$ cat config.mk
export PLATFORM = sky130hd
export DESIGN_NAME = sub_serial_flat
export DESIGN_NICKNAME = d
export VERILOG_FILES = /design/src/rtl/calc_pkg.sv /design/src/rtl/sub_serial_if.sv /design/src/rtl/fullsubtractor.sv /design/src/rtl/sub_serial.sv /design/src/flat_wrapper.sv
export SDC_FILE = /design/constraint.sdc
export NUM_CORES = 1
export LEC_CHECK = 0
export BUFFER_PORTS_ARGS = -buffer_cell sky130_fd_sc_hd__buf_2
export CAP_MARGIN = 20
export CORE_UTILIZATION = 52
export CTS_CLUSTER_SIZE = 40
export DETAILED_ROUTE_END_ITERATION = 8
export PLACE_DENSITY = 0.76
export SLEW_MARGIN = 0
export SYNTH_ARGS = -nofsm -noshare
export SYNTH_HDL_FRONTEND = slang
export SYNTH_HIERARCHICAL = 1
export SYNTH_SLANG_ARGS = --single-unit
$ cat constraint.sdc
create_clock -name CLK -period 2.1 [get_ports CLK]
set_input_delay 0.105 -clock CLK [delete_from_list [all_inputs] [get_ports CLK]]
set_output_delay 0.105 -clock CLK [all_outputs]
set_load 0.01 [all_outputs]
$ cat src/rtl/calc_pkg.sv
// calc_pkg: shared types and constants for the calc datapath.
//   CALC_WIDTH  : operand width of the arithmetic units
//   CALC_RES_W  : result width (operand width + 2)
//   state_t     : sequencing states of the bit-serial units
package calc_pkg;
  localparam int CALC_WIDTH = 4;
  localparam int CALC_RES_W = CALC_WIDTH + 2;

  typedef enum logic [1:0] {
    IDLE  = 2'd0,
    SHIFT = 2'd1,
    ABS   = 2'd2,
    FIN   = 2'd3
  } state_t;
endpackage

$ cat src/rtl/sub_serial_if.sv
// sub_serial_if: START/BUSY/DONE handshake bundle of the bit-serial subtractor.
//   start, a_data, b_data : request and operands (controller -> subtractor)
//   busy, done, sub_data  : status and result     (subtractor -> controller)
//   neg                   : result-negative flag, only when SUB_ABS_EN is defined
// Modports: master = calc controller, slave = subtractor.
interface sub_serial_if #(parameter int WIDTH = calc_pkg::CALC_WIDTH) ();
  logic             start;
  logic [WIDTH-1:0] a_data;
  logic [WIDTH-1:0] b_data;
  logic             busy;
  logic             done;
  logic [WIDTH+1:0] sub_data;
`ifdef SUB_ABS_EN
  logic             neg;

  modport master (output start, a_data, b_data, input busy, done, sub_data, neg);
  modport slave  (input start, a_data, b_data, output busy, done, sub_data, neg);
`else
  modport master (output start, a_data, b_data, input busy, done, sub_data);
  modport slave  (input start, a_data, b_data, output busy, done, sub_data);
`endif
endinterface

$ cat src/rtl/fullsubtractor.sv
// fullsubtractor: 1-bit combinational subtract cell, counterpart of fulladder.
//   a, b : minuend / subtrahend bits
//   bi   : borrow in
//   d    : difference bit
//   bo   : borrow out
module fullsubtractor (
  input  logic a,
  input  logic b,
  input  logic bi,
  output logic d,
  output logic bo
);
  assign d  = a ^ b ^ bi;
  assign bo = (~a & b) | (~(a ^ b) & bi);
endmodule

$ cat src/rtl/sub_serial.sv
// sub_serial: bit-serial unsigned subtractor, A - B one bit per clock, LSB first,
// with the ripple borrow held in a register.
//   CLK  : clock (rising edge)
//   RST  : synchronous active-high reset
//   bus  : sub_serial_if.slave (start/a_data/b_data in; busy/done/sub_data[/neg] out)
// Optional feature macro SUB_ABS_EN: adds one ABS cycle that returns |A-B|
// zero-extended in sub_data plus a neg flag. Without it, sub_data is the
// (WIDTH+2)-bit two's-complement difference.
module sub_serial
  import calc_pkg::*;
#(
  parameter int WIDTH = CALC_WIDTH
) (
  input logic        CLK,
  input logic        RST,
  sub_serial_if.slave bus
);
  localparam int CNT_W = (WIDTH > 1) ? $clog2(WIDTH) : 1;

  state_t           state;
  logic [WIDTH-1:0] a_sr;
  logic [WIDTH-1:0] b_sr;
  logic [WIDTH-1:0] res;
  logic             borrow;
  logic [CNT_W-1:0] cnt;

  logic             d;
  logic             bo;
  logic             last;
  logic [WIDTH-1:0] diff;

  fullsubtractor u_fs (
    .a  (a_sr[0]),
    .b  (b_sr[0]),
    .bi (borrow),
    .d  (d),
    .bo (bo)
  );

  assign last = (cnt == CNT_W'(WIDTH - 1));
  // Result register with this cycle's difference bit shifted in at the top;
  // after WIDTH shifts bit 0 has reached the LSB.
  assign diff = {d, res[WIDTH-1:1]};

`ifdef SUB_ABS_EN
  logic [WIDTH:0] raw;
  logic [WIDTH:0] mag;
  assign raw = {borrow, res};
  assign mag = borrow ? (~raw + 1'b1) : raw;
`endif

  always_ff @(posedge CLK) begin
    if (RST) begin
      state        <= IDLE;
      a_sr         <= '0;
      b_sr         <= '0;
      res          <= '0;
      borrow       <= 1'b0;
      cnt          <= '0;
      bus.busy     <= 1'b0;
      bus.done     <= 1'b0;
      bus.sub_data <= '0;
`ifdef SUB_ABS_EN
      bus.neg      <= 1'b0;
`endif
    end else begin
      bus.done <= 1'b0;
      case (state)
        // FIN is also a ready state so operations can run back-to-back.
        IDLE, FIN: begin
          if (bus.start) begin
            a_sr     <= bus.a_data;
            b_sr     <= bus.b_data;
            borrow   <= 1'b0;
            cnt      <= '0;
            bus.busy <= 1'b1;
            state    <= SHIFT;
          end else begin
            state    <= IDLE;
          end
        end
        SHIFT: begin
          a_sr   <= a_sr >> 1;
          b_sr   <= b_sr >> 1;
          res    <= diff;
          borrow <= bo;
          cnt    <= cnt + 1'b1;
          if (last) begin
`ifdef SUB_ABS_EN
            state        <= ABS;
`else
            // Final borrow is the sign; it fills both upper result bits.
            state        <= FIN;
            bus.busy     <= 1'b0;
            bus.done     <= 1'b1;
            bus.sub_data <= {bo, bo, diff};
`endif
          end
        end
`ifdef SUB_ABS_EN
        ABS: begin
          state        <= FIN;
          bus.busy     <= 1'b0;
          bus.done     <= 1'b1;
          bus.neg      <= borrow;
          bus.sub_data <= {1'b0, mag};
        end
`endif
        default: state <= IDLE;
      endcase
    end
  end
endmodule

$ cat src/flat_wrapper.sv
// flat-port wrapper written by rule: the top's interface ports become plain ports
module sub_serial_flat import calc_pkg::*;
#(
  parameter int WIDTH = CALC_WIDTH
)
  (CLK, RST, bus_start, bus_a_data, bus_b_data, bus_busy, bus_done, bus_sub_data);
  sub_serial_if #(.WIDTH(WIDTH)) bus_i ();
  input logic CLK;
  input logic RST;
  input wire logic [$bits(bus_i.start)-1:0] bus_start;
  input wire logic [$bits(bus_i.a_data)-1:0] bus_a_data;
  input wire logic [$bits(bus_i.b_data)-1:0] bus_b_data;
  output wire logic [$bits(bus_i.busy)-1:0] bus_busy;
  output wire logic [$bits(bus_i.done)-1:0] bus_done;
  output wire logic [$bits(bus_i.sub_data)-1:0] bus_sub_data;
  assign bus_i.start = bus_start;
  assign bus_i.a_data = bus_a_data;
  assign bus_i.b_data = bus_b_data;
  assign bus_busy = bus_i.busy;
  assign bus_done = bus_i.done;
  assign bus_sub_data = bus_i.sub_data;
  sub_serial #(.WIDTH(WIDTH)) u_core (.CLK(CLK), .RST(RST), .bus(bus_i));
endmodule
==> out/results.tsv <==
metric	value	unit
status	finished, final reports clean	
seq_power_share	57.5	%
fin_skew	0.002920	ns
drive_gt1_share	19.35	%
path_cells	inv_1 > ha_1 > mux2i_1 > o21ai_0 > a21oi_1	
p_leak	0.4630	nW
worstMarginPinSlew	0.5126	ns
coreArea	0.001764	mm^2
firstDrtPassIters	4	
avgSynthCellArea	9.206	um^2
synthAdderAreaFrac	6.983	%
synth.area.mux_share	11.10	%
die_h	45.93	um
synthDistinctLibCells	24	
clock-sinks	23	
areaGrowthSynthToFinish	10.72	%
synthArstFlopShare	0	%
row_count	15	
min_from	bus_b_data[3]	
switching_share	27.32	%
postCtsSetupBuffers	0	
maxSlewHeadroom	64.85	%
slowest_delay	0.49	ns
p_int	0.0006095	W
floorplan.die.width	45.93	um
cts_tree	built	
path_max_fanout	7	
rsz0062_at_grt	false	
critPathSlowestCell	mux2i_1	
h-tree-depth	1	
worstHoldPathType	input port to register	
grt_busiest_layer	met2	
gr-usage-met1	23.23	%
combPwrFrac	18.8	%
synth_commonest_cells	23 x dfxtp_1, 14 x nor2_1, 10 x a21oi_1, 10 x mux2i_1, 10 x nand2_1	
setup_viol	0	
holdPathStages	3	
min_to	u_core/b_sr[3]$_SDFFE_PP0P_	
io_buffers	18	
r2r-start	u_core/state[0]$_SDFFE_PP0P_	
synth_top_family_by_area	simple AND/OR/NAND/NOR gates	
post-route-cell-area	0.001111	mm^2
syn_inst	109	
num_vias	771	
antenna_cells	0	
r2r_cells	5	
met2_usage	30.99	%
synth-edff-count	0	
maxSlewViolCount	0	
cp.required	2.34	ns
placed_area	0.001085	mm^2
synth-seq-cells	23	
clockBufferDepth	2	
post_cts_resized	0	
drc_errors	0	
fin_setup_tns	0	ns
met3_usage	3.571	%
peakVddDrop	0.0004061	V
synth_top_area_share	45.89	%
grt_pass1_vias	690	
cts_root_buffer	clkbuf_4	
p_per_area	754.7	mW/mm^2
clkTransAtPathRegs	0.12	ns
die_area	0.002110	mm^2
synthSimpleGateAreaFrac	17.08	%
crit_family	multiplexers	
worstPathArrival	1.94	ns
drt_wl_total	1.772	mm
endpoint_kind	register	
netlist.top_cell.by_area	dfxtp_1	
ys_seq_area_share	45.89	%
synthXorXnorAreaFrac	0	%
nNetsFinal	141	
hpwlAfterDp	1.288	mm
wl_per_cell	11.89	um
netlist_area	0.001003	mm^2
detail-route-antenna-nets	0	
routabilityCongestion	0.7156	
maxCapViolations	0	
yosys_warnings	6	
grt_start_max_net_pins	24	
cts_buffers	3	
crit_buf_inv	1	
period_share	81.37	%
regToRegSetupSlack	0.39	ns
crit_start	u_core/state[0]$_SDFFE_PP0P_	
synth.most_common_cell	dfxtp_1	
power_switching	0.0002291	W
synth.area.top_cells	dfxtp_1 46%, mux2i_1 10%, nor2_1 5.2%	
io_pins	19	
cp-start-kind	register	
synth-compound-area-share	12.34	%
postCtsHoldBufs	0	
drtIter0Drc	10	
max_freq	0.5852	GHz
grtUsageTotal	18.18	%
clkLatencyLatePin	0.30	ns
fill_cells	185	
routed_via_density	5.174	
synth_ff_type	dfxtp_1	
rr_endpoint	u_core/bus.busy$_SDFFE_PP0P_	
syn_nets	125	
start_util	56.88	%
overflow	0	
hold_viol_final	0	
register_area	460.4	um^2
critical_path_class	register to register	
clkPwrFrac	23.7	%
whs	0.03930	ns
antenna_found_initial	0	
period_needed	1.709	ns
multi_input_area	476.7	um^2
grt_pass1_wl	2.808	mm
utilization	62.98	%
==> worst max-delay path by stage <==
stage | endpoint | slack, ns | cells past startpoint
after floorplan | u_core/borrow$_SDFFE_PP0P_ | 0.60 | 6
after detailed placement | u_core/bus.busy$_SDFFE_PP0P_ | 0.47 | 5
after global routing | u_core/bus.busy$_SDFFE_PP0P_ | 0.24 | 5
after global placement | u_core/bus.busy$_SDFFE_PP0P_ | 0.53 | 5
final | u_core/bus.busy$_SDFFE_PP0P_ | 0.39 | 5
after CTS | u_core/bus.busy$_SDFFE_PP0P_ | 0.44 | 5
==> layout make-up <==
cell class | instances | area share (%)
multi-input cells | 73 | 42.91
repair buffers | 19 | 8.784
clock buffers | 4 | 2.365
well taps | 25 | 2.815
flip-flops and latches | 23 | 41.44
inverters | 5 | 1.689
==> layer usage <==
layer  up-vias  share of wire, %  routed length [um]
li1        402                 -                   -
met1       350                48                 844
met2        15                49                 861
met3         4               2.7                  47
met4         0               1.0                  18
met5         -                 0                   0
==> through the flow <==
stage               setup slack [ns]  power [W]  cells
floorplan                     0.5981  0.0006156    109
global placement              0.5308  0.0006417    145
detailed placement            0.4711  0.0006493    145
CTS                           0.4392  0.0008462    149
global route                  0.2446  0.0008843    149
finish                        0.3913  0.0008386    149
==> sequential cells by signal (all words and copies together), names as in the netlist <==
register             count
u_core/a_sr              4
u_core/b_sr              4
u_core/borrow            1
u_core/bus.busy          1
u_core/bus.done          1
u_core/bus.sub_data      5
u_core/cnt               2
u_core/res               3
u_core/state             2
==> cells in the final DEF, fill, tap and decap left out, drive strengths merged <==
cell	Yosys	routed
nor3b	1	1
and3b	1	1
ha	4	4
mux2	1	1
mux2i	10	10
inv	5	5
or3	2	2
fa	1	1
nand2	10	10
dfxtp	23	23
o21ai	1	1
clkbuf	3	4
nor2b	1	1
a21oi	10	10
nor2	14	14
a22oi	2	2
or2b	1	1
nand3	6	6
a32oi	1	1
nand3b	1	1
a211oi	6	6
buf	5	19
==> cells by family (layout without fill, tap and decap cells) <==
family                     Yosys count  count (layout)
buffers and inverters               13              28
adders and majority gates            5               5
DFF                                 23              23
AOI/OAI and AO/OA                   20              20
and+or+nand+nor                     37              37
muxes                               11              11
==> power groups by stage <==
stage	Clock (W)	Sequential (W)	Combinational, W
after floorplan	0	0.000489	0.000127
after global placement	0	0.000490	0.000151
after detailed placement	0	0.000492	0.000157
after CTS	0.000206	0.000482	0.000158
after global routing	0.000222	0.000486	0.000176
final	0.000199	0.000482	0.000158
==> worst register-to-register path, stage by stage, from the launching register on <==
cell,delay [ns]
dfxtp_1,0.41
inv_1,0.07
ha_1,0.35
mux2i_1,0.49
o21ai_0,0.17
a21oi_1,0.16
No activity file was read; power rests on OpenSTA's default activity.
